$ cat src/rtl/r_arb_pkg.sv
// Shared widths, state encodings and helpers for the packet-level
// read-response arbiter.
package r_arb_pkg;

  localparam int ARB_NUM_SRC = 4;
  localparam int ARB_DATA_W  = 128;
  localparam int ARB_KEEP_W  = ARB_DATA_W / 8;
  localparam int CONN_ID_W   = 4;
  localparam int BYTE_NUM_W  = 13;
  localparam int SRC_IDX_W   = 2;

  // Two-bit encoding so that 2'b00 and 2'b11 are detectable as illegal.
  typedef enum logic [1:0] {
    ST_IDLE  = 2'b01,
    ST_BURST = 2'b10
  } arb_state_e;

  function automatic logic [SRC_IDX_W-1:0] next_src(input logic [SRC_IDX_W-1:0] idx);
    return idx + 1'b1;
  endfunction

endpackage

$ cat src/rtl/rr_priority_pick.sv
// Rotating-priority winner select: first asserted request starting at ptr,
// wrapping modulo the source count.
module rr_priority_pick
  import r_arb_pkg::*;
(
  input  logic [ARB_NUM_SRC-1:0] req,
  input  logic [SRC_IDX_W-1:0]   ptr,
  output logic [SRC_IDX_W-1:0]   gnt_idx,
  output logic                   any
);

  logic [SRC_IDX_W-1:0] cand;

  // Walk from the farthest offset down so the nearest requester wins.
  always_comb begin
    gnt_idx = '0;
    any     = 1'b0;
    cand    = '0;
    for (int i = ARB_NUM_SRC - 1; i >= 0; i--) begin
      cand = ptr + SRC_IDX_W'(i);
      if (req[cand]) begin
        gnt_idx = cand;
        any     = 1'b1;
      end
    end
  end

endmodule

$ cat src/rtl/r_channel_arbiter.sv
// Packet-granular round-robin arbiter merging NUM_SRC read-response streams
// onto one registered output channel.
//
// state    | meaning
// ST_IDLE  | no grant held, no in_ready; pick a winner if any source is valid
// ST_BURST | grant_q owns the output until its last beat is accepted
module r_channel_arbiter
  import r_arb_pkg::*;
#(
  parameter  int NUM_SRC = ARB_NUM_SRC,
  parameter  int DATA_W  = ARB_DATA_W,
  localparam int KEEP_W  = DATA_W / 8
) (
  input  logic                            clk,
  input  logic                            reset,

  input  logic [NUM_SRC*DATA_W-1:0]       in_data,
  input  logic [NUM_SRC*CONN_ID_W-1:0]    in_conn_id,
  input  logic [NUM_SRC*BYTE_NUM_W-1:0]   in_byte_num,
  input  logic [NUM_SRC*KEEP_W-1:0]       in_keep,
  input  logic [NUM_SRC-1:0]              in_last,
  input  logic [NUM_SRC-1:0]              in_valid,
  output logic [NUM_SRC-1:0]              in_ready,

  output logic [DATA_W-1:0]               out_data,
  output logic [CONN_ID_W-1:0]            out_conn_id,
  output logic [BYTE_NUM_W-1:0]           out_byte_num,
  output logic [KEEP_W-1:0]               out_keep,
  output logic                            out_last,
  output logic [SRC_IDX_W-1:0]            out_src,
  output logic                            out_valid,
  input  logic                            out_ready,

  output logic [31:0]                     pkt_cnt
);

  arb_state_e             state_q;
  logic [SRC_IDX_W-1:0]   grant_q;
  logic [SRC_IDX_W-1:0]   rr_ptr_q;

  logic [DATA_W-1:0]      out_data_q;
  logic [CONN_ID_W-1:0]   out_conn_id_q;
  logic [BYTE_NUM_W-1:0]  out_byte_num_q;
  logic [KEEP_W-1:0]      out_keep_q;
  logic                   out_last_q;
  logic [SRC_IDX_W-1:0]   out_src_q;
  logic                   out_valid_q;
  logic [31:0]            pkt_cnt_q;

  logic                   out_valid_d;
  logic [31:0]            pkt_cnt_d;

  logic [SRC_IDX_W-1:0]   pick_idx;
  logic                   pick_any;

  logic                   out_free;
  logic                   transfer;

  logic [DATA_W-1:0]      sel_data;
  logic [CONN_ID_W-1:0]   sel_conn_id;
  logic [BYTE_NUM_W-1:0]  sel_byte_num;
  logic [KEEP_W-1:0]      sel_keep;
  logic                   sel_last;
  logic                   sel_valid;

  rr_priority_pick u_pick (
    .req     (in_valid),
    .ptr     (rr_ptr_q),
    .gnt_idx (pick_idx),
    .any     (pick_any)
  );

  // Beat fields of the current grantee.
  always_comb begin
    sel_data     = in_data[int'(grant_q)*DATA_W +: DATA_W];
    sel_conn_id  = in_conn_id[int'(grant_q)*CONN_ID_W +: CONN_ID_W];
    sel_byte_num = in_byte_num[int'(grant_q)*BYTE_NUM_W +: BYTE_NUM_W];
    sel_keep     = in_keep[int'(grant_q)*KEEP_W +: KEEP_W];
    sel_last     = in_last[grant_q];
    sel_valid    = in_valid[grant_q];
  end

  // in_ready depends only on registered state and the downstream ready,
  // never on any in_valid.
  assign out_free = ~out_valid_q | out_ready;

  always_comb begin
    in_ready = '0;
    if (state_q == ST_BURST) begin
      in_ready[grant_q] = out_free;
    end
  end

  assign transfer    = (state_q == ST_BURST) & sel_valid & out_free;
  assign out_valid_d = (out_valid_q & ~out_ready) | transfer;
  assign pkt_cnt_d   = (out_valid_q & out_ready & out_last_q) ? pkt_cnt_q + 32'd1 : pkt_cnt_q;

  always_ff @(posedge clk) begin
    if (reset) begin
      state_q        <= ST_IDLE;
      grant_q        <= '0;
      rr_ptr_q       <= '0;
      out_data_q     <= '0;
      out_conn_id_q  <= '0;
      out_byte_num_q <= '0;
      out_keep_q     <= '0;
      out_last_q     <= 1'b0;
      out_src_q      <= '0;
      out_valid_q    <= 1'b0;
      pkt_cnt_q      <= '0;
    end else begin
      out_valid_q <= out_valid_d;
      pkt_cnt_q   <= pkt_cnt_d;
      if (transfer) begin
        out_data_q     <= sel_data;
        out_conn_id_q  <= sel_conn_id;
        out_byte_num_q <= sel_byte_num;
        out_keep_q     <= sel_keep;
        out_last_q     <= sel_last;
        out_src_q      <= grant_q;
      end

      case (state_q)
        ST_IDLE: begin
          if (pick_any) begin
            grant_q <= pick_idx;
            state_q <= ST_BURST;
          end
        end
        ST_BURST: begin
          if (transfer && sel_last) begin
            rr_ptr_q <= next_src(grant_q);
            state_q  <= ST_IDLE;
          end
        end
        default: begin
          // Corrupted state: recover exactly as from reset.
          state_q        <= ST_IDLE;
          grant_q        <= '0;
          rr_ptr_q       <= '0;
          out_data_q     <= '0;
          out_conn_id_q  <= '0;
          out_byte_num_q <= '0;
          out_keep_q     <= '0;
          out_last_q     <= 1'b0;
          out_src_q      <= '0;
          out_valid_q    <= 1'b0;
          pkt_cnt_q      <= '0;
        end
      endcase
    end
  end

  assign out_data     = out_data_q;
  assign out_conn_id  = out_conn_id_q;
  assign out_byte_num = out_byte_num_q;
  assign out_keep     = out_keep_q;
  assign out_last     = out_last_q;
  assign out_src      = out_src_q;
  assign out_valid    = out_valid_q;
  assign pkt_cnt      = pkt_cnt_q;

endmodule

$ cat config.mk
export PLATFORM = sky130hd
export DESIGN_NAME = r_channel_arbiter
export DESIGN_NICKNAME = d
export VERILOG_FILES = /design/src/rtl/r_arb_pkg.sv /design/src/rtl/rr_priority_pick.sv /design/src/rtl/r_channel_arbiter.sv
export SDC_FILE = /design/constraint.sdc
export NUM_CORES = 1
export LEC_CHECK = 0
export BUFFER_PORTS_ARGS = -buffer_cell sky130_fd_sc_hd__buf_2
export CAP_MARGIN = 30
export CORE_AREA = 2 2 332 334
export CTS_CLUSTER_SIZE = 8
export DETAILED_ROUTE_END_ITERATION = 8
export DIE_AREA = 0 0 334 336
export HOLD_SLACK_MARGIN = 0.05
export SKIP_LAST_GASP = 1
export SLEW_MARGIN = 30
export SYNTH_ARGS = -nofsm -noshare
export SYNTH_HDL_FRONTEND = slang
export SYNTH_SLANG_ARGS = --single-unit
$ cat constraint.sdc
create_clock -name clk -period 3.1 [get_ports clk]
set_clock_uncertainty 0.15 [all_clocks]
set_input_delay 0.31 -clock clk [delete_from_list [all_inputs] [get_ports clk]]
set_output_delay 0.31 -clock clk [all_outputs]
set_load 0.05 [all_outputs]
### After elaboration in Yosys (flattened, before gate mapping)

Index checks and enable logic that the tools add are counted.
Widths: inputs -> output; s select.

* register bits: 203
* input bits: 655
* output and inout port bits: 201
* logic and storage cells: 81

* add/sub/neg operators: 5
* $mul: 1
* order comparisons: 6
* equality and inequality tests: 4
* shift-type cells: 4
* multiplexer cells: 30
* bitwise logic cells: 13
* reductions and logical operators: 7

Operators with widths (count)
* $shiftx 512x10->128: 1
* $shiftx 64x7->16: 1
* $shiftx 52x7->13: 1
* $add 32x1->32 const B: 1
* $mux 2: 8
* $shiftx 16x5->4: 1
* $lt 2x3->1 const B: 5
* $bmux 1 s2: 6
* $pmux 2 s2: 3
* $mux 1: 11
* $mul 2x4->6 const B: 1
* $reduce_and 2->1: 3
* $and 1x1->1: 5
* $not 1->1: 5
* $add 2x1->2 const B: 2
* $add 2x2->2 const B: 2
* $and 4x4->4: 1
* $mux 4: 1
* $reduce_or 2->1: 2
* $demux 1 s2: 1
* $eq 2x1->1 const B: 1
* $eq 2x2->1 const B: 1
* $ge 2x1->1 const B: 1
* $logic_and 1x1->1: 2
* 3 further kinds: 4

### Depth between registers and ports, before layout

Gate-level depths: netlist of run 1.

* depth after elaboration: 9
* mapped depth: 8
* depth with buffers taken out: 6

### By module

From an unflattened synthesis of run 1, not the netlist that was laid out.

* cells, all modules: 1160
* area, all modules: 11451.0 µm²

By module, submodules not included
* r_channel_arbiter: instances 1, cells an instance 1147, area an instance 11373.4 µm², seq. area each 4063.9 µm²
* rr_priority_pick: instances 1, cells an instance 13, area an instance 77.6 µm², seq. area each 0.0 µm²

### Least setup slack after synthesis of run 1

Ideal clock, no wire load.

* kind: register to register
* start: register pkt_cnt_q[6], in the netlist pkt_cnt[6]
* end: register pkt_cnt_q[31], in the netlist pkt_cnt[31]
* setup time: 70 ps
* arrival: 2466 ps
* required time: 2880 ps
* setup slack: 414 ps
* cell stages (with the launch flop): 7
* path buffers: 1
* clock period less this slack: 2686 ps
* cell sequence: dfxtp_1 nand4_2 or3_1 buf_6 or4b_4 or3_1 a21oi_1

* word-level cells in the longest chain between the ends: 1

RTL lines
* start: declaration: RTL line r_channel_arbiter.sv:48 `logic [31:0] pkt_cnt_q;`
* start signal: assignment: RTL line r_channel_arbiter.sv:113 `pkt_cnt_q <= pkt_cnt_d;`
* $add 32x1->32: RTL line r_channel_arbiter.sv:96 `assign pkt_cnt_d = (out_valid_q & out_ready & out_last_q) ? pkt_cnt_q + 32'd1 : pkt_cnt_q;`

No other way between the ends.
A chain may end at the register's enable or synchronous reset.

### Worst setup path after layout of run 1

* start: register grant_q[0]
* end: register out_data_q[15], in the netlist out_data[15]

* word-level cells in the longest chain between the ends: 4
* elaborated cells on any way between the ends: 5
* those cells by class: shift: 1; mux: 2; bitwise: 2

RTL lines
* start: declaration: RTL line r_channel_arbiter.sv:38 `logic [SRC_IDX_W-1:0] grant_q;`
* start signal: assignment: RTL line r_channel_arbiter.sv:126 `grant_q <= pick_idx;`
* branches (longest 4 deep; another with $shiftx 512x10->128)
* end signal: assignment: RTL line r_channel_arbiter.sv:115 `out_data_q <= sel_data;`
* end: declaration: RTL line r_channel_arbiter.sv:41 `logic [DATA_W-1:0] out_data_q;`

Parallel ways; which one is timed is not known. The select of a mux whose other input is x is not followed.

==> impl_metrics.prom, run 1 <==
# TYPE chip_impl_metric gauge
chip_impl_metric{name="grt_pass1_wl",unit="um"} 96230
chip_impl_metric{name="max-clock-path-buffers",unit=""} 3
chip_impl_metric{name="num-fill-cells",unit=""} 11984
chip_impl_metric{name="synth_xor_xnor_area_share",unit="%"} 1.854
chip_impl_metric{name="core_area",unit="um^2"} 108400
chip_impl_info{name="clock_tree.root_cell",value="sky130_fd_sc_hd__clkbuf_16"} 1
chip_impl_metric{name="synth_simple_gate_area_share",unit="%"} 15.96
chip_impl_metric{name="post-dp-hpwl",unit="um"} 57320
chip_impl_metric{name="die_w",unit="um"} 334
chip_impl_metric{name="synth_adder_area_share",unit="%"} 0.7726
chip_impl_metric{name="via_count",unit=""} 14131
chip_impl_info{name="end_kind",value="register"} 1
chip_impl_metric{name="number_of_cell_instances_on_the_worst_register_to_register_path",unit=""} 6
chip_impl_metric{name="worst_ir_drop_vdd",unit="V"} 0.0002625
chip_impl_info{name="outcome",value="completed"} 1
chip_impl_metric{name="drt.antenna.violating_nets",unit=""} 0
chip_impl_metric{name="first_iter_violations",unit=""} 791
chip_impl_info{name="hold_start",value="in_data[477]"} 1
chip_impl_info{name="worst_path_max_delay_cell",value="sky130_fd_sc_hd__dlygate4sd3_1"} 1
chip_impl_metric{name="hold_viol",unit=""} 0
chip_impl_metric{name="critical_path_buf_inv_count",unit=""} 3
chip_impl_info{name="cpLargestDelayFamily",value="buffers and inverters"} 1
chip_impl_metric{name="grt_max_degree",unit=""} 80
chip_impl_metric{name="power_density",unit="nW/um^2"} 409.3
chip_impl_info{name="setup_crit_path_kind",value="reg2reg"} 1
chip_impl_metric{name="worst_ep_arrival_time",unit="ns"} 3.11
chip_impl_metric{name="gp_congestion",unit=""} 0.9389
chip_impl_metric{name="floorplan.rows",unit=""} 121
chip_impl_metric{name="syn-mean-instance-area",unit="um^2"} 9.866
chip_impl_info{name="synth_top_family_by_area",value="multiplexers"} 1
chip_impl_metric{name="finalMaxSlewViolations",unit=""} 0
chip_impl_info{name="worst_setup_path_start_kind",value="register"} 1
chip_impl_metric{name="die_height",unit="um"} 336
chip_impl_metric{name="drcViolationCount",unit=""} 0
chip_impl_metric{name="num_io_pins",unit=""} 856
chip_impl_metric{name="average_detailed_routed_wire_length_per_instance",unit="um"} 19.11
chip_impl_metric{name="leakage",unit="uW"} 0.008558
chip_impl_info{name="synth.top_cells.by_area",value="sky130_fd_sc_hd__dfxtp_1 (36%), sky130_fd_sc_hd__mux4_2 (32%), sky130_fd_sc_hd__nand2_1 (11%), sky130_fd_sc_hd__a21oi_1 (7.8%), sky130_fd_sc_hd__clkbuf_1 (2.7%)"} 1
chip_impl_info{name="synth.largest_area_cell",value="sky130_fd_sc_hd__dfxtp_1"} 1
chip_impl_metric{name="cp_data_required_time",unit="ns"} 3.43
chip_impl_metric{name="seq_area_frac_synth",unit="%"} 35.85
chip_impl_metric{name="post_synth_inst_count",unit=""} 1149
chip_impl_info{name="timing.critical_path.cells",value="buf_12 -> buf_4 -> mux4_2 -> dlygate4sd3_1 -> nand2_1 -> a21oi_1"} 1
chip_impl_info{name="grt_setup_unrepaired",value="no"} 1
chip_impl_metric{name="global_route.usage.total",unit="%"} 11.77
chip_impl_metric{name="synth.ff_latch_count",unit=""} 203
chip_impl_info{name="timing.rr.start",value="grant_q[0]"} 1
chip_impl_metric{name="synth.distinct_cells",unit=""} 40
chip_impl_metric{name="clkTransAtPathRegs",unit="ns"} 0.05
chip_impl_metric{name="period_share",unit="%"} 89.81
chip_impl_metric{name="timing.critical_path.slowest_cell_delay",unit="ns"} 0.61
chip_impl_info{name="crit_start",value="grant_q[0]"} 1
chip_impl_metric{name="synth_area_in_compound_gates",unit="%"} 9.040
chip_impl_metric{name="final_critical_path_setup_slack",unit="ns"} 0.3159
chip_impl_metric{name="dieArea",unit="um^2"} 112200
chip_impl_metric{name="nNetsFinal",unit=""} 2910
chip_impl_metric{name="grt_pass1_vias",unit=""} 14189
chip_impl_info{name="worstHoldPathType",value="in2reg"} 1
chip_impl_metric{name="htree_levels",unit=""} 1
chip_impl_metric{name="cap_violations",unit=""} 0
chip_impl_metric{name="setup_tns",unit="ns"} 0
chip_impl_metric{name="resized_after_cts",unit=""} 0
chip_impl_metric{name="syn_area",unit="um^2"} 11340
chip_impl_metric{name="tritoncts_num_sinks",unit=""} 203
chip_impl_metric{name="finalSetupViolations",unit=""} 0
chip_impl_info{name="netlist_top_cells_count",value="sky130_fd_sc_hd__nand2_1 (337), sky130_fd_sc_hd__dfxtp_1 (203), sky130_fd_sc_hd__a21oi_1 (177)"} 1
chip_impl_metric{name="timing.hold.worst_path_depth",unit=""} 4
chip_impl_metric{name="numPortBuffers",unit=""} 855
chip_impl_metric{name="post_route_cells_drive_above_1_share",unit="%"} 48.65
chip_impl_metric{name="cts_made_buffers",unit=""} 30
chip_impl_metric{name="yosysWarnings",unit=""} 0
chip_impl_metric{name="wirelength",unit="um"} 70410
chip_impl_metric{name="finalCriticalPeriod",unit="ns"} 2.784
chip_impl_metric{name="area.growth.synth_to_final",unit="%"} 86.37
chip_impl_metric{name="yosys-mux-area-fraction",unit="%"} 32.65
chip_impl_metric{name="vias_per_cell",unit=""} 3.835
chip_impl_metric{name="synth-edff-count",unit=""} 0
chip_impl_info{name="post-synth-top-count-cell",value="sky130_fd_sc_hd__nand2_1"} 1
chip_impl_metric{name="post_cts.repair.setup_buffers",unit=""} 0
chip_impl_metric{name="clock_latency",unit="ns"} 0.59
chip_impl_metric{name="ys_async_sr_fraction",unit="%"} 0
chip_impl_metric{name="cp_num_cells",unit=""} 6
chip_impl_metric{name="detailedRoute.firstPassIterationCount",unit=""} 5
chip_impl_info{name="ys.flop_type",value="sky130_fd_sc_hd__dfxtp_1"} 1
chip_impl_metric{name="critical_path.max_fanout",unit=""} 56
chip_impl_metric{name="post-place-ws",unit="ns"} 0.6285
chip_impl_metric{name="antenna_found_initial",unit=""} 37
chip_impl_metric{name="synthesis.nets",unit=""} 1811
chip_impl_metric{name="worst_slew_pin_slew",unit="ns"} 0.6720
chip_impl_metric{name="global_route_total_overflow",unit=""} 0
chip_impl_metric{name="start_util",unit="%"} 10.46
chip_impl_metric{name="synth_top_area_share",unit="%"} 35.85
chip_impl_info{name="cts_tree",value="yes"} 1
chip_impl_metric{name="fmax",unit="MHz"} 359.2
chip_impl_metric{name="max_slew_headroom_at_the_worst_pin",unit="%"} 55.20
-- where the power goes --
| group | switching [uW] | total, uW | internal, uW |
|---|---|---|---|
| clock | 1250 | 3030 | 1780 |
| sequential | 43.8 | 2730 | 2690 |
| combinational | 1440 | 2890 | 1450 |
| total | 2730 | 8650 | 5920 |
-- cell families (layout without fill, tap and decap cells) --
family	after synthesis	in the layout
xor+xnor	24	24
mux	166	166
simple gates	437	437
other cells	0	20
compound gates	200	200
buf+inv	112	1214
flops	203	203
fa+ha+maj	7	7
-- placed cells by master, fill, tap and decap left out, types with 7 or more instances in the layout --
| cell | Yosys | layout |
|---|---|---|
| sky130_fd_sc_hd__buf_2 | 9 | 855 |
| sky130_fd_sc_hd__nand2_1 | 337 | 337 |
| sky130_fd_sc_hd__dlygate4sd3_1 | 0 | 281 |
| sky130_fd_sc_hd__dfxtp_1 | 203 | 201 |
| sky130_fd_sc_hd__a21oi_1 | 177 | 177 |
| sky130_fd_sc_hd__mux4_2 | 163 | 163 |
| sky130_fd_sc_hd__nor2_1 | 34 | 34 |
| sky130_fd_sc_hd__clkbuf_16 | 0 | 30 |
| sky130_fd_sc_hd__diode_2 | 0 | 20 |
| sky130_fd_sc_hd__buf_4 | 0 | 19 |
| sky130_fd_sc_hd__xnor2_1 | 18 | 18 |
| sky130_fd_sc_hd__buf_12 | 0 | 15 |
| sky130_fd_sc_hd__o21ai_0 | 14 | 14 |
| sky130_fd_sc_hd__nand4_1 | 11 | 11 |
| sky130_fd_sc_hd__nor3_1 | 10 | 10 |
| sky130_fd_sc_hd__inv_1 | 9 | 9 |
| sky130_fd_sc_hd__nand3_1 | 10 | 9 |
| sky130_fd_sc_hd__and3_1 | 8 | 7 |
| sky130_fd_sc_hd__or3_1 | 7 | 7 |
| sky130_fd_sc_hd__ha_1 | 7 | 7 |
-- repair_timing --
item	CTS	global route
endpoints found under the hold margin	148	0
hold buffers	281	0
endpoints found under the setup margin	0	0
-- worst reg2reg max path, delay by kind of cell, from the launching register on --
family | cells | cell delay [ns]
multiplexers | 1 | 0.53
buffers and inverters | 3 | 1.42
AO/OA/AOI/OAI | 1 | 0.06
flip-flops | 1 | 0.42
AND/OR/NAND/NOR | 1 | 0.09
-- worst paths after layout --
kind | to | slack (ns)
min reg2reg | out_data[33] | 0.30
max | out_data[15] | 0.32
max reg2reg | out_data[15] | 0.32
min | out_data[93] | 0.09
-- metal layers --
metal	vias up	routed length, um	GRT usage (%)
met4	20	3846	6.316
met1	6756	27620	13.49
met5	-	278	0.9787
met3	171	8412	5.819
li1	6392	-	-
met2	792	30250	17.83
-- registers in the layout, summed over array words and instances (netlist names), 2 cells and up --
signal	count
out_src	2
out_conn_id	4
out_byte_num	13
out_data	128
out_keep	16
pkt_cnt	32
rr_ptr_q	2
grant_q	2
state_q	2
-- metrics by stage --
step	hold WS [ns]	total power [uW]	cells	instance area, um^2	utilization, %
finish	0.09028	8647	3685	21130	19.49
global route	0.07521	9050	3678	21110	19.47
CTS	0.05009	8766	3665	21080	19.44
detailed placement	0.2917	5177	3349	17450	16.10
global placement	0.2838	5156	3349	17450	16.10
floorplan	0.2291	4160	1149	11340	-
-- layout make-up --
cell class	count	area, um^2	share of cell area (%)
inverter	9	33.78	0.1599
sequential	203	4071	19.27
multi-input combinational	834	6853	32.44
clock buffer	31	754.5	3.571
clock inverter	4	60.06	0.2843
timing repair buffer	1170	7535	35.66
antenna	20	50.05	0.2369
tap	1414	1769	8.374
Power figures use the tool's default switching activity.
==> inputs of run 2 (changes only) <==
--- a/config.mk
+++ b/config.mk
@@ -7,11 +7,12 @@
 export LEC_CHECK = 0
 export BUFFER_PORTS_ARGS = -buffer_cell sky130_fd_sc_hd__buf_2
 export CAP_MARGIN = 30
-export CORE_AREA = 2 2 332 334
+export CORE_AREA = 2 2 330 332
 export CTS_CLUSTER_SIZE = 8
 export DETAILED_ROUTE_END_ITERATION = 8
-export DIE_AREA = 0 0 334 336
+export DIE_AREA = 0 0 332 334
 export HOLD_SLACK_MARGIN = 0.05
+export PLACE_DENSITY = 0.37
 export SKIP_LAST_GASP = 1
 export SLEW_MARGIN = 30
 export SYNTH_ARGS = -nofsm -noshare
==> constraint.sdc (replaced) <==
create_clock -name clk -period 3.5 [get_ports clk]
set_clock_uncertainty 0.15 [all_clocks]
set_input_delay 0.35 -clock clk [delete_from_list [all_inputs] [get_ports clk]]
set_output_delay 0.35 -clock clk [all_outputs]
set_load 0.05 [all_outputs]
==> impl_metrics.prom, run 2 (same netlist as run 1, synthesis figures left out) <==
# TYPE chip_impl_metric gauge
chip_impl_info{name="outcome",value="completed"} 1
chip_impl_info{name="clock_tree.root_cell",value="sky130_fd_sc_hd__clkbuf_16"} 1
chip_impl_metric{name="gp_congestion",unit=""} 0.8371
chip_impl_metric{name="post_route_cells_drive_above_1_share",unit="%"} 54.11
chip_impl_metric{name="nNetsFinal",unit=""} 2660
chip_impl_metric{name="wirelength",unit="um"} 69080
chip_impl_metric{name="tritoncts_num_sinks",unit=""} 203
chip_impl_metric{name="core_area",unit="um^2"} 107800
chip_impl_metric{name="fmax",unit="MHz"} 369.7
chip_impl_metric{name="cp_data_required_time",unit="ns"} 3.79
chip_impl_metric{name="drcViolationCount",unit=""} 0
chip_impl_metric{name="post_cts.repair.setup_buffers",unit=""} 0
chip_impl_metric{name="clock_latency",unit="ns"} 0.58
chip_impl_info{name="layout.cells.most_common",value="sky130_fd_sc_hd__buf_2"} 1
chip_impl_metric{name="start_util",unit="%"} 10.52
chip_impl_metric{name="finalMaxSlewViolations",unit=""} 0
chip_impl_metric{name="floorplan.rows",unit=""} 121
chip_impl_info{name="grt_setup_unrepaired",value="no"} 1
chip_impl_metric{name="grt_pass1_vias",unit=""} 12713
chip_impl_metric{name="final_core_utilization",unit="%"} 17.24
chip_impl_metric{name="antenna_found_initial",unit=""} 29
chip_impl_metric{name="max-clock-path-buffers",unit=""} 3
chip_impl_metric{name="setup_tns",unit="ns"} 0
chip_impl_metric{name="detailedRoute.firstPassIterationCount",unit=""} 4
chip_impl_metric{name="cts_made_buffers",unit=""} 31
chip_impl_metric{name="num_io_pins",unit=""} 856
chip_impl_metric{name="dieArea",unit="um^2"} 110900
chip_impl_metric{name="grt_max_degree",unit=""} 92
chip_impl_metric{name="vias_per_cell",unit=""} 3.702
chip_impl_metric{name="worst_ir_drop_vdd",unit="V"} 0.0002830
chip_impl_metric{name="period_share",unit="%"} 77.28
chip_impl_metric{name="worst_ep_arrival_time",unit="ns"} 3.00
chip_impl_metric{name="die_w",unit="um"} 332
chip_impl_metric{name="leakage",unit="uW"} 0.007492
chip_impl_info{name="final_cell_mix",value="sky130_fd_sc_hd__buf_2 (855), sky130_fd_sc_hd__nand2_1 (337), sky130_fd_sc_hd__dfxtp_1 (201)"} 1
chip_impl_metric{name="critical_path.max_fanout",unit=""} 45
chip_impl_metric{name="global_route.usage.total",unit="%"} 11.83
chip_impl_metric{name="largest_register_ff_count",unit=""} 128
chip_impl_info{name="cts_tree",value="yes"} 1
chip_impl_metric{name="drt.antenna.violating_nets",unit=""} 0
chip_impl_metric{name="global_route_total_overflow",unit=""} 0
chip_impl_metric{name="finalSetupViolations",unit=""} 0
chip_impl_metric{name="max_slew_headroom_at_the_worst_pin",unit="%"} 43.89
chip_impl_metric{name="worst_slew_pin_slew",unit="ns"} 0.8416
chip_impl_info{name="worst_setup_path_start_kind",value="register"} 1
chip_impl_metric{name="clkTransAtPathRegs",unit="ns"} 0.05
chip_impl_metric{name="holdWs",unit="ns"} 0.09425
chip_impl_info{name="end_kind",value="register"} 1
chip_impl_metric{name="fin_total_pwr",unit="uW"} 7272
chip_impl_metric{name="first_iter_violations",unit=""} 696
chip_impl_info{name="worstHoldPathType",value="in2reg"} 1
chip_impl_metric{name="numPortBuffers",unit=""} 855
chip_impl_metric{name="grt_pass1_wl",unit="um"} 94750
chip_impl_metric{name="cap_violations",unit=""} 0
chip_impl_metric{name="num-fill-cells",unit=""} 12355
chip_impl_metric{name="number_of_cell_instances_on_the_worst_register_to_register_path",unit=""} 6
chip_impl_metric{name="average_detailed_routed_wire_length_per_instance",unit="um"} 20.14
chip_impl_metric{name="timing.hold.worst_path_depth",unit=""} 4
chip_impl_metric{name="hold_viol",unit=""} 0
chip_impl_metric{name="post-dp-hpwl",unit="um"} 57970
chip_impl_metric{name="via_count",unit=""} 12698
chip_impl_metric{name="htree_levels",unit=""} 1
chip_impl_metric{name="finalCriticalPeriod",unit="ns"} 2.705
chip_impl_info{name="setup_crit_path_kind",value="reg2reg"} 1
chip_impl_metric{name="area.growth.synth_to_final",unit="%"} 63.92
chip_impl_metric{name="die_height",unit="um"} 334
chip_impl_metric{name="power_density",unit="nW/um^2"} 391.4
chip_impl_metric{name="r2r_slack",unit="ns"} 0.80
run 2: critical path, stage by stage (launching register included):
cell and delay (ns):
sky130_fd_sc_hd__dfxtp_4 0.40, sky130_fd_sc_hd__buf_12 0.32, sky130_fd_sc_hd__buf_12 0.32, sky130_fd_sc_hd__mux4_2 0.53, sky130_fd_sc_hd__dlygate4sd3_1 0.56, sky130_fd_sc_hd__nand2_1 0.07
sky130_fd_sc_hd__a21oi_1 0.07
run 2: area by class of cell:
cell class	instances	area, um^2	area share (%)
clock inverter	3	18.77	0.1010
sequential	203	4071	21.91
multi-input combinational	834	6853	36.88
antenna	7	17.52	0.09427
tap	1414	1769	9.521
clock buffer	41	813.3	4.377
timing repair buffer	919	5005	26.93
inverter	9	33.78	0.1818
run 2: worst paths after layout:
kind,from,to
min reg2reg,out_data[93],out_data[93]
max,grant_q[0],out_keep[5]
min,in_data[451],out_data[67]
max reg2reg,grant_q[0],out_keep[5]
run 2: where the power goes:
part	internal, uW	switching, uW	leakage (uW)
combinational	929	1200	0.00545
clock	1580	1140	0.000406
sequential	2380	39.3	0.00164
run 2: layer usage:
metal  GRT usage, %  vias up  part of all wire, %
li1               -     5879                    -
met1          14.17     6159                   39
met4          2.698       20                  1.9
met5              0        -                 0.19
met3          5.914       78                   12
met2          18.88      562                   46
run 2: stage by stage:
stage / instance area (um^2) / setup slack (ns) / std cells
after detailed placement: 17350 / 0.9671 / 3341
final: 18580 / 0.7952 / 3430
after global routing: 18570 / 0.6165 / 3426
after global placement: 17350 / 0.9490 / 3341
after floorplan: 11340 / 0.8136 / 1149
after CTS: 18560 / 0.7779 / 3423
run 2: repair_timing:
action                                 in CTS  in global routing
resized for setup                           0                  0
hold buffers                               38                  0
setup endpoints to repair                   0                  0
endpoints found under the hold margin      26                  0
==> inputs of run 3 (changes only) <==
--- a/config.mk
+++ b/config.mk
@@ -5,12 +5,13 @@
 export SDC_FILE = /design/constraint.sdc
 export NUM_CORES = 1
 export LEC_CHECK = 0
+export ABC_AREA = 1
 export BUFFER_PORTS_ARGS = -buffer_cell sky130_fd_sc_hd__buf_2
 export CAP_MARGIN = 30
-export CORE_AREA = 2 2 330 332
+export CORE_AREA = 2 2 331 333
 export CTS_CLUSTER_SIZE = 8
 export DETAILED_ROUTE_END_ITERATION = 8
-export DIE_AREA = 0 0 332 334
+export DIE_AREA = 0 0 333 335
 export HOLD_SLACK_MARGIN = 0.05
 export PLACE_DENSITY = 0.37
 export SKIP_LAST_GASP = 1
==> constraint.sdc (replaced) <==
create_clock -name clk -period 2.7 [get_ports clk]
set_clock_uncertainty 0.15 [all_clocks]
set_input_delay 0.27 -clock clk [delete_from_list [all_inputs] [get_ports clk]]
set_output_delay 0.27 -clock clk [all_outputs]
set_load 0.05 [all_outputs]
==> impl_metrics.prom, run 3 <==
# TYPE chip_impl_metric gauge
chip_impl_metric{name="antenna_found_initial",unit=""} 15
chip_impl_info{name="post-synth-top-count-cell",value="sky130_fd_sc_hd__nor2_1"} 1
chip_impl_metric{name="multi_input_area",unit="um^2"} 7283
chip_impl_metric{name="start_util",unit="%"} 11.34
chip_impl_metric{name="average_detailed_routed_wire_length_per_instance",unit="um"} 17.60
chip_impl_metric{name="global_route_total_overflow",unit=""} 0
chip_impl_metric{name="gp_congestion",unit=""} 0.8622
chip_impl_info{name="worst_setup_path_start_kind",value="register"} 1
chip_impl_metric{name="largest_register_ff_count",unit=""} 128
chip_impl_info{name="ys.flop_type",value="sky130_fd_sc_hd__dfxtp_1"} 1
chip_impl_info{name="setup_crit_path_kind",value="reg2reg"} 1
chip_impl_metric{name="num-fill-cells",unit=""} 12549
chip_impl_metric{name="worst_ir_drop_vdd",unit="V"} 0.0003726
chip_impl_info{name="synth.top_cells.by_area",value="sky130_fd_sc_hd__dfxtp_1 (33%), sky130_fd_sc_hd__nor2_1 (22%), sky130_fd_sc_hd__o21ai_0 (19%), sky130_fd_sc_hd__o22ai_1 (8.2%), sky130_fd_sc_hd__nand2_1 (3.7%)"} 1
chip_impl_metric{name="power_density",unit="nW/um^2"} 534.1
chip_impl_info{name="worst_path_most_repeated_cell",value="sky130_fd_sc_hd__nor2_1"} 1
chip_impl_metric{name="detailedRoute.firstPassIterationCount",unit=""} 7
chip_impl_metric{name="area.sequential",unit="um^2"} 4071
chip_impl_metric{name="clkTransAtPathRegs",unit="ns"} 0.06
chip_impl_metric{name="post-dp-hpwl",unit="um"} 61330
chip_impl_metric{name="hold_viol",unit=""} 0
chip_impl_metric{name="layout.cells.non_filler",unit=""} 4495
chip_impl_metric{name="max_slew_headroom_at_the_worst_pin",unit="%"} 50.77
chip_impl_metric{name="post-route-cell-area",unit="um^2"} 22030
chip_impl_metric{name="htree_levels",unit=""} 1
chip_impl_metric{name="timing.critical_path.slowest_cell_delay",unit="ns"} 0.57
chip_impl_metric{name="area.growth.synth_to_final",unit="%"} 79.76
chip_impl_info{name="final_cell_mix",value="sky130_fd_sc_hd__buf_2 (855), sky130_fd_sc_hd__nor2_1 (706), sky130_fd_sc_hd__o21ai_0 (468)"} 1
chip_impl_info{name="grt_setup_unrepaired",value="yes"} 1
chip_impl_metric{name="num_io_pins",unit=""} 856
chip_impl_metric{name="period_share",unit="%"} 94.56
chip_impl_metric{name="die_w",unit="um"} 333
chip_impl_metric{name="global_route.usage.total",unit="%"} 13.29
chip_impl_info{name="worstHoldPathType",value="in2reg"} 1
chip_impl_metric{name="floorplan.rows",unit=""} 121
chip_impl_info{name="netlist_top_cells_count",value="sky130_fd_sc_hd__nor2_1 (707), sky130_fd_sc_hd__o21ai_0 (469), sky130_fd_sc_hd__dfxtp_1 (203)"} 1
chip_impl_metric{name="worst_ep_arrival_time",unit="ns"} 2.92
chip_impl_metric{name="post_route_cells_drive_above_1_share",unit="%"} 30.77
chip_impl_metric{name="yosysWarnings",unit=""} 0
chip_impl_metric{name="nNetsFinal",unit=""} 3728
chip_impl_metric{name="placement.cell_area",unit="um^2"} 18090
chip_impl_metric{name="synth-edff-count",unit=""} 0
chip_impl_metric{name="synth_top_area_share",unit="%"} 33.16
chip_impl_metric{name="dieArea",unit="um^2"} 111600
chip_impl_metric{name="clock_latency",unit="ns"} 0.59
chip_impl_info{name="cts_tree",value="yes"} 1
chip_impl_metric{name="first_iter_violations",unit=""} 963
chip_impl_metric{name="post_synth_inst_count",unit=""} 1999
chip_impl_metric{name="finalCriticalPeriod",unit="ns"} 2.553
chip_impl_metric{name="drcViolationCount",unit=""} 0
chip_impl_metric{name="post_cts.repair.setup_buffers",unit=""} 0
chip_impl_metric{name="grt_pass1_wl",unit="um"} 112800
chip_impl_metric{name="cap_violations",unit=""} 0
chip_impl_metric{name="grt_max_degree",unit=""} 122
chip_impl_metric{name="vias_per_cell",unit=""} 3.949
chip_impl_metric{name="finalMaxSlewViolations",unit=""} 0
chip_impl_metric{name="cts_made_buffers",unit=""} 30
chip_impl_metric{name="final_core_utilization",unit="%"} 20.38
chip_impl_metric{name="ys_async_sr_fraction",unit="%"} 0
chip_impl_metric{name="fmax",unit="MHz"} 391.7
chip_impl_metric{name="synthesis.nets",unit=""} 2661
chip_impl_metric{name="leakage",unit="uW"} 0.01030
chip_impl_info{name="synth.largest_area_cell",value="sky130_fd_sc_hd__dfxtp_1"} 1
chip_impl_metric{name="cp_data_required_time",unit="ns"} 3.07
chip_impl_metric{name="seq_area_frac_synth",unit="%"} 33.16
chip_impl_metric{name="fin_total_pwr",unit="uW"} 11770
chip_impl_metric{name="numPortBuffers",unit=""} 855
chip_impl_metric{name="final_critical_path_setup_slack",unit="ns"} 0.1470
chip_impl_info{name="outcome",value="completed"} 1
chip_impl_metric{name="worst_slew_pin_slew",unit="ns"} 0.7385
chip_impl_metric{name="syn-mean-instance-area",unit="um^2"} 6.131
chip_impl_metric{name="max-clock-path-buffers",unit=""} 3
chip_impl_metric{name="drt.antenna.violating_nets",unit=""} 0
chip_impl_info{name="layout.cells.most_common",value="sky130_fd_sc_hd__buf_2"} 1
chip_impl_metric{name="critical_path.max_fanout",unit=""} 112
chip_impl_metric{name="synth.ff_latch_count",unit=""} 203
chip_impl_metric{name="post-place-ws",unit="ns"} 0.4141
chip_impl_info{name="end_kind",value="register"} 1
chip_impl_metric{name="syn_area",unit="um^2"} 12260
chip_impl_info{name="worst_path_max_delay_cell",value="sky130_fd_sc_hd__dlygate4sd3_1"} 1
chip_impl_info{name="clock_tree.root_cell",value="sky130_fd_sc_hd__clkbuf_16"} 1
chip_impl_metric{name="finalSetupViolations",unit=""} 0
chip_impl_metric{name="wirelength",unit="um"} 79110
chip_impl_info{name="timing.critical_path.cells",value="buf_16 -> buf_4 -> o21ai_0 -> o22ai_1 -> dlygate4sd3_1 -> nor2_1 -> nor2_1"} 1
chip_impl_metric{name="grt_pass1_vias",unit=""} 17739
chip_impl_metric{name="synth.distinct_cells",unit=""} 32
chip_impl_metric{name="core_area",unit="um^2"} 108100
chip_impl_metric{name="die_height",unit="um"} 335
chip_impl_metric{name="via_count",unit=""} 17752
chip_impl_metric{name="tritoncts_num_sinks",unit=""} 203
chip_impl_metric{name="placed_cells_incl_taps",unit=""} 4143
[run 3: worst max-delay path, delay by kind of cell, from the launching register on]
kind	cells	cell delay (ns)
flops	1	0.45
compound gates	2	0.30
buf+inv	3	1.15
simple gates	2	0.15
[run 3: stage by stage]
step | TNS, ns | hold WS [ns]
6_report | 0 | 0.08930
5_1_grt | -0.02653 | 0.08678
4_1_cts | 0 | 0.05196
3_5_place_dp | 0 | 0.3321
3_3_place_gp | 0 | 0.3282
2_1_floorplan | 0 | 0.1891
[run 3: final timing paths]
| check | to | slack [ns] | from | cells past startpoint |
|---|---|---|---|---|
| hold reg to reg | state_q[1] | 0.33 | state_q[1] | 2 |
| setup / recovery | out_data[126] | 0.15 | grant_q[0] | 7 |
| setup reg to reg | out_data[126] | 0.15 | grant_q[0] | 7 |
| hold / removal | out_data[107] | 0.09 | in_data[491] | 5 |
[run 3: layout make-up]
class	instances	area share [%]
Timing Repair Buffer	1200	35.66
Clock inverter	1	0.1363
Tap cell	1414	8.031
Sequential cell	203	18.48
Clock buffer	39	3.749
Multi-Input combinational cell	1588	33.06
Antenna cell	7	0.07951
Inverter	43	0.8008
[run 3: what timing repair did]
item / CTS / global route
endpoints found under the hold margin: 172 / 0
setup endpoints to repair: 0 / 10
resized for setup: 0 / 3
hold buffers: 305 / 0
[run 3: where the power goes]
| part | total (uW) | internal [uW] | switching, uW |
|---|---|---|---|
| Clock | 3670 | 2170 | 1500 |
| Sequential | 3290 | 3180 | 113 |
| Combinational | 4810 | 1930 | 2880 |
| Total | 11800 | 7280 | 4490 |
[run 3: kinds of logic after synthesis]
family	count (synthesis)	synth area share, %
compound gates	691	30.04
buf+inv	208	7.514
fa+ha+maj	7	0.7146
flops	203	33.16
xor+xnor	7	0.5003
simple gates	883	28.08
[run 3: layer usage]
layer  vias to the layer above  part of all wire (%)  GRT usage (%)
met1                      8140                    43          16.62
met5                         -                 0.075              0
met3                        98                   8.2          4.545
met4                         8                   2.7          3.716
met2                       613                    46          21.56
li1                       8893                     -              -
